**config.mk**
```make
export PLATFORM = sky130hd
export DESIGN_NAME = unidad_control
export DESIGN_NICKNAME = d
export VERILOG_FILES = /design/src/rtl/uc_pkg.sv /design/src/rtl/dec_instr.sv /design/src/rtl/unidad_control.sv
export SDC_FILE = /design/constraint.sdc
export NUM_CORES = 1
export LEC_CHECK = 0
export CORE_UTILIZATION = 33
export CTS_CLUSTER_DIAMETER = 50
export DETAILED_ROUTE_END_ITERATION = 10
export PLACE_DENSITY = 0.77
export SYNTH_ARGS = -nofsm -noshare
export SYNTH_HDL_FRONTEND = slang
export SYNTH_SLANG_ARGS = --single-unit
export TNS_END_PERCENT = 50
```
**constraint.sdc**
```tcl
create_clock -name clk -period 1.4 [get_ports clk]
set_input_delay 0.28 -clock clk [delete_from_list [all_inputs] [get_ports clk]]
set_output_delay 0.28 -clock clk [all_outputs]
set_load 0.02 [all_outputs]
```
**src/rtl/uc_pkg.sv**
```systemverilog
// Shared opcode constants, ALU codes, FSM state encoding and control-word
// layout for the processor control unit.
package uc_pkg;

    localparam int unsigned OPCODE_W = 6;
    localparam int unsigned ALU_W    = 3;

    typedef enum logic [2:0] {
        ARRANQUE = 3'd0,
        EJECUTA  = 3'd1,
        LOAD_WB  = 3'd2,
        RET_WB   = 3'd3,
        PARADO   = 3'd4
    } estado_t;

    // Instruction classes that decide the next FSM state from EJECUTA.
    typedef enum logic [2:0] {
        CLS_SIMPLE    = 3'd0,
        CLS_LOAD      = 3'd1,
        CLS_RET       = 3'd2,
        CLS_HALT      = 3'd3,
        CLS_RESERVADO = 3'd4
    } clase_t;

    // Prefix patterns for opcode families; compared against the top bits only.
    localparam logic       OP_ALU_PFX   = 1'b1;
    localparam logic [3:0] OP_LI_PFX    = 4'b0000;
    localparam logic [4:0] OP_LOAD_PFX  = 5'b00101;
    localparam logic [3:0] OP_STORE_PFX = 4'b0011;

    localparam logic [OPCODE_W-1:0] OP_J    = 6'b000100;
    localparam logic [OPCODE_W-1:0] OP_JZ   = 6'b000101;
    localparam logic [OPCODE_W-1:0] OP_JNZ  = 6'b000110;
    localparam logic [OPCODE_W-1:0] OP_JR   = 6'b000111;
    localparam logic [OPCODE_W-1:0] OP_CALL = 6'b001000;
    localparam logic [OPCODE_W-1:0] OP_RET  = 6'b001001;
    localparam logic [OPCODE_W-1:0] OP_NOP  = 6'b010000;
    localparam logic [OPCODE_W-1:0] OP_HALT = 6'b010001;

    localparam logic [ALU_W-1:0] ALU_NINGUNA = 3'b000;

    typedef struct packed {
        logic             s_inc;
        logic             s_inm;
        logic             we3;
        logic             wez;
        logic             salto_r;
        logic             guardar_mem;
        logic             activar_mem;
        logic             sel_dir_mem;
        logic             activar_pila;
        logic             push_pila;
        logic             sel_pila;
        logic             pc_en;
        logic             s_mem;
        logic [ALU_W-1:0] op_alu;
    } ctrl_t;

    localparam ctrl_t CTRL_NULO = '0;

endpackage

```
**src/rtl/dec_instr.sv**
```systemverilog
// Combinational instruction decoder: control word and instruction class for
// the opcode currently presented in the EJECUTA state.
module dec_instr
    import uc_pkg::*;
(
    input  logic [OPCODE_W-1:0] opcode,
    input  logic                z,
    output ctrl_t               ctrl_c,
    output clase_t              clase_c
);

    always_comb begin
        ctrl_c        = CTRL_NULO;
        ctrl_c.s_inc  = 1'b1;
        ctrl_c.pc_en  = 1'b1;
        ctrl_c.op_alu = ALU_NINGUNA;
        clase_c       = CLS_SIMPLE;

        if (opcode[5] == OP_ALU_PFX) begin
            ctrl_c.op_alu = opcode[4:2];
            ctrl_c.we3    = 1'b1;
            ctrl_c.wez    = 1'b1;
        end else if (opcode[5:2] == OP_LI_PFX) begin
            ctrl_c.we3   = 1'b1;
            ctrl_c.s_inm = 1'b1;
        end else if (opcode == OP_J) begin
            ctrl_c.s_inc = 1'b0;
        end else if (opcode == OP_JZ) begin
            ctrl_c.s_inc = ~z;
        end else if (opcode == OP_JNZ) begin
            ctrl_c.s_inc = z;
        end else if (opcode == OP_JR) begin
            ctrl_c.salto_r = 1'b1;
        end else if (opcode == OP_CALL) begin
            ctrl_c.s_inc        = 1'b0;
            ctrl_c.activar_pila = 1'b1;
            ctrl_c.push_pila    = 1'b1;
        end else if (opcode == OP_RET) begin
            // Pop now; the return address is loaded in RET_WB.
            ctrl_c.activar_pila = 1'b1;
            ctrl_c.pc_en        = 1'b0;
            clase_c             = CLS_RET;
        end else if (opcode[5:1] == OP_LOAD_PFX) begin
            ctrl_c.activar_mem = 1'b1;
            ctrl_c.sel_dir_mem = 1'b1;
            ctrl_c.pc_en       = 1'b0;
            clase_c            = CLS_LOAD;
        end else if (opcode[5:2] == OP_STORE_PFX) begin
            ctrl_c.activar_mem = 1'b1;
            ctrl_c.guardar_mem = 1'b1;
        end else if (opcode == OP_NOP) begin
            clase_c = CLS_SIMPLE;
        end else if (opcode == OP_HALT) begin
            ctrl_c.pc_en = 1'b0;
            clase_c      = CLS_HALT;
        end else begin
            // Reserved opcodes execute as NOP and are flagged by the FSM.
            clase_c = CLS_RESERVADO;
        end
    end

endmodule

```
**src/rtl/unidad_control.sv**
```systemverilog
// Processor control unit: start-up/execute/write-back/halt FSM around the
// instruction decoder, plus the sticky illegal-opcode flag.
module unidad_control
    import uc_pkg::*;
(
    input  logic                clk,
    input  logic                reset,
    input  logic [OPCODE_W-1:0] opcode,
    input  logic                z,
    output logic                s_inc,
    output logic                s_inm,
    output logic                we3,
    output logic                wez,
    output logic                selectorMuxSaltoR,
    output logic                guardarMemoriaDatos,
    output logic                activarMemoria,
    output logic                selectorMuxDireccionMemoriaDatos,
    output logic                activarPilaSubRutinas,
    output logic                pushPilaSubRutinas,
    output logic                selectorMuxPilaSubRutinas,
    output logic [ALU_W-1:0]    op_alu,
    output logic                pc_en,
    output logic                s_mem,
    output logic                ilegal
);

    estado_t estado_q, estado_d;
    logic    ilegal_q, ilegal_d;
    ctrl_t   dec_ctrl;
    clase_t  dec_clase;
    ctrl_t   ctrl;

    dec_instr u_dec_instr (
        .opcode  (opcode),
        .z       (z),
        .ctrl_c  (dec_ctrl),
        .clase_c (dec_clase)
    );

    // State and sticky flag, synchronous active-low reset.
    always_ff @(posedge clk) begin
        if (!reset) begin
            estado_q <= ARRANQUE;
            ilegal_q <= 1'b0;
        end else begin
            estado_q <= estado_d;
            ilegal_q <= ilegal_d;
        end
    end

    always_comb begin
        estado_d = estado_q;
        ilegal_d = ilegal_q;
        ctrl     = CTRL_NULO;

        case (estado_q)
            ARRANQUE: begin
                // Program memory needs one cycle before the first instruction is valid.
                estado_d = EJECUTA;
            end
            EJECUTA: begin
                ctrl = dec_ctrl;
                case (dec_clase)
                    CLS_LOAD:      estado_d = LOAD_WB;
                    CLS_RET:       estado_d = RET_WB;
                    CLS_HALT:      estado_d = PARADO;
                    CLS_RESERVADO: ilegal_d = 1'b1;
                    default:       estado_d = EJECUTA;
                endcase
            end
            LOAD_WB: begin
                ctrl.we3   = 1'b1;
                ctrl.s_mem = 1'b1;
                ctrl.s_inc = 1'b1;
                ctrl.pc_en = 1'b1;
                estado_d   = EJECUTA;
            end
            RET_WB: begin
                ctrl.sel_pila = 1'b1;
                ctrl.s_inc    = 1'b1;
                ctrl.pc_en    = 1'b1;
                estado_d      = EJECUTA;
            end
            PARADO: begin
                estado_d = PARADO;
            end
            default: begin
                estado_d = ARRANQUE;
            end
        endcase
    end

    assign s_inc                            = ctrl.s_inc;
    assign s_inm                            = ctrl.s_inm;
    assign we3                              = ctrl.we3;
    assign wez                              = ctrl.wez;
    assign selectorMuxSaltoR                = ctrl.salto_r;
    assign guardarMemoriaDatos              = ctrl.guardar_mem;
    assign activarMemoria                   = ctrl.activar_mem;
    assign selectorMuxDireccionMemoriaDatos = ctrl.sel_dir_mem;
    assign activarPilaSubRutinas            = ctrl.activar_pila;
    assign pushPilaSubRutinas               = ctrl.push_pila;
    assign selectorMuxPilaSubRutinas        = ctrl.sel_pila;
    assign op_alu                           = ctrl.op_alu;
    assign pc_en                            = ctrl.pc_en;
    assign s_mem                            = ctrl.s_mem;
    assign ilegal                           = ilegal_q;

endmodule
```
==> results.json <==
{
  "p_total_w": 0.000568,
  "cap_violations": 0,
  "antenna_cells": 0,
  "firstDrtPassIters": 4,
  "ys_seq_elements": 4,
  "drtIter0Drc": 26,
  "drive_gt1_share_pct": 74.1,
  "status": "finished, violations left",
  "hold_viol": 0,
  "setup_viol": 17,
  "power.internal_w": 0.000357,
  "yosysSeqAreaShare_pct": 17.3,
  "avgSynthCellArea_um2": 7.61,
  "synth_compound_area_share_pct": 18.3,
  "pwr-share-seq_pct": 21.1,
  "synth-adder-area-share_pct": 0,
  "met3_length_um": 143,
  "setup_ws_ns": -0.342,
  "worstSetupEndpointType": "output pin",
  "syn_area_um2": 464,
  "start_kind": "flip-flop",
  "synthMuxAreaShare_pct": 0,
  "grt_pass1_vias": 684,
  "vias": 767,
  "synth_nets": 70,
  "max_freq_ghz": 0.574,
  "crit_required_ns": 1.12,
  "port_buffers": 25,
  "wl_per_cell_um": 19.2,
  "num_rows": 13,
  "pwr-share-clk_pct": 29.2,
  "antenna_found_initial": 0,
  "fin_crit_ns": 1.74,
  "via_per_inst": 5.85,
  "cp.arrival_ns": 1.46,
  "hpwl_um": 1360,
  "synth_warnings": 0,
  "combPwrFrac_pct": 49.7,
  "multi_input_area_um2": 537,
  "synth_simple_gate_area_share_pct": 56.9,
  "cts_tree": "yes",
  "pre_cts_ws_ns": -1.02,
  "crit_path_max_fanout": 5,
  "hold_ws_ns": 0.484,
  "routabilityCongestion": 0.812,
  "tightest_slew_ns": 0.382,
  "clockBufferDepth": 2,
  "grt_pass1_wl_um": 3170,
  "root_buffer": "clkbuf_4",
  "netlist.top_cell.by_area": "dfxtp_1",
  "clkTransAtPathRegs_ns": 0.04,
  "seqCellArea_um2": 86.3,
  "die_h_um": 39.5,
  "areaGrowthSynthToFinish_pct": 147,
  "rsz0062_at_grt": "yes",
  "htreeDepth": 1,
  "start_util_pct": 35.7,
  "die_w_um": 39.5,
  "period_share_pct": 124,
  "switching_power_w": 0.000211,
  "ys.flop_type": "dfxtp_1",
  "utilization_pct": 88.2,
  "antenna_left": 0,
  "cts_made_buffers": 3,
  "drc": 0,
  "slew_viol_final": 0,
  "grt_max_degree": 9,
  "cts_sinks": 4,
  "synth_cells": 61,
  "worst_slew_margin_rel_pct": 74.3,
  "hold_buffers": 0,
  "boundaryPins": 26,
  "insertion_delay_ns": 0.25,
  "ys_top_cells_by_area": "dfxtp_1 (17%), nand2b_1 (5.4%), nand3b_1 (4.9%)",
  "p_leak_nw": 0.527,
  "grtUsageTotal_pct": 30.9,
  "ir_worst_vdd_mv": 0.378,
  "synth_top_family_by_area": "simple AND/OR/NAND/NOR gates",
  "overflow": 0,
  "switching_share_pct": 37.1,
  "power.density_nw_per_um2": 495,
  "die_area_um2": 1560,
  "holdCritPathClass": "reg2reg",
  "synthXorXnorAreaFrac_pct": 0,
  "violations": "negative setup slack",
  "synth_top_area_share_pct": 17.3,
  "top_layer_used": "met4",
  "finClkSkew_ns": 0.00311,
  "synth_cell_type_count": 33,
  "core_um2": 1300,
  "drt-met1-wl_um": 916,
  "met2_length_um": 1280,
  "critPathKind": "reg2out",
  "final_net_count": 127,
  "synth_edf_count": 0,
  "wirelength_um": 2510,
  "synth_async_sr_flop_share_pct": 0,
  "nFillCells": 69
}
-- cells in the mapped netlist (2+ instances only) --
cell type and instances:
o21ai_0 3, nor2b_1 2, nand2_1 4, nor4_1 2
nor3_1 2, o31ai_1 2, nand2b_1 4, clkbuf_1 3
nor4b_1 2, dfxtp_1 4, nor2_1 6, nand3b_1 3
and3_1 3, inv_1 2
-- final timing paths --
check              startpoint  endpoint  slack, ns  cells after the start
hold / removal         ilegal    ilegal       0.48                      1
setup reg to reg  estado_q[1]    ilegal          0                      3
hold reg to reg        ilegal    ilegal       0.48                      1
setup / recovery  estado_q[1]     s_inm      -0.34                      3
-- through the flow --
stage	instances	instance area [um^2]	TNS, ns
global placement	124	1030	-13.87
detailed placement	124	1030	-14.34
CTS	128	1080	-3.45
finish	131	1150	-3.74
global route	131	1150	-4.63
floorplan	61	594	-0.452
-- what timing repair did --
item,in CTS,in global routing
buffers inserted,1,3
pin swaps,9,12
gates resized for setup,120,18
endpoints found under the setup margin,21,18
-- sequential cells by signal, summed over array words and instances, names as in the netlist --
signal / count
ilegal: 1
estado_q: 3
-- per-layer routing --
layer  global-route usage (%)  vias up
li1                         -      338
met1                     34.8      360
met2                     55.7       50
met3                     6.82       19
met4                     10.3        0
met5                        0        -
-- power by group through the flow --
stage | Clock, W | Sequential [W] | Combinational, W
floorplan | 0 | 0.000126 | 0.000119
global placement | 0 | 0.000123 | 0.000242
detailed placement | 0 | 0.000123 | 0.000246
CTS | 0.000161 | 0.000121 | 0.000256
global route | 0.000179 | 0.000120 | 0.000295
finish | 0.000166 | 0.000120 | 0.000282
-- layout by cell type, fill, tap and decap left out, types with 2 or more instances in the layout --
cell,instances
nand2_1,3
nor2_1,2
buf_4,37
clkbuf_4,3
nor3_1,2
inv_1,2
nor3b_4,2
nor4_4,2
and3_4,2
nor2_4,2
o21ai_1,2
nor4b_4,2
buf_2,2
nand2b_1,3
nor2_2,2
buf_6,13
dfxtp_2,2
nand3b_1,3
clkbuf_2,2
-- worst max-delay path, stage by stage (launching register included) --
cell and delay, ns:
dfxtp_2 0.34, or3b_4 0.47, nor4b_4 0.22, buf_4 0.18
-- kinds of logic after synthesis --
group / count (synthesis)
AO/OA/AOI/OAI: 11
flip-flops: 4
AND/OR/NAND/NOR: 39
buffers and inverters: 7
-- area by class of cell --
cell class	count	share of cell area, %
timing repair buffer	57	41.4
inverter	2	0.654
tap	15	1.64
sequential	4	7.52
multi-input combinational	50	46.8
clock buffer	3	1.96
Note: power is estimated with default switching activity, not from simulation.
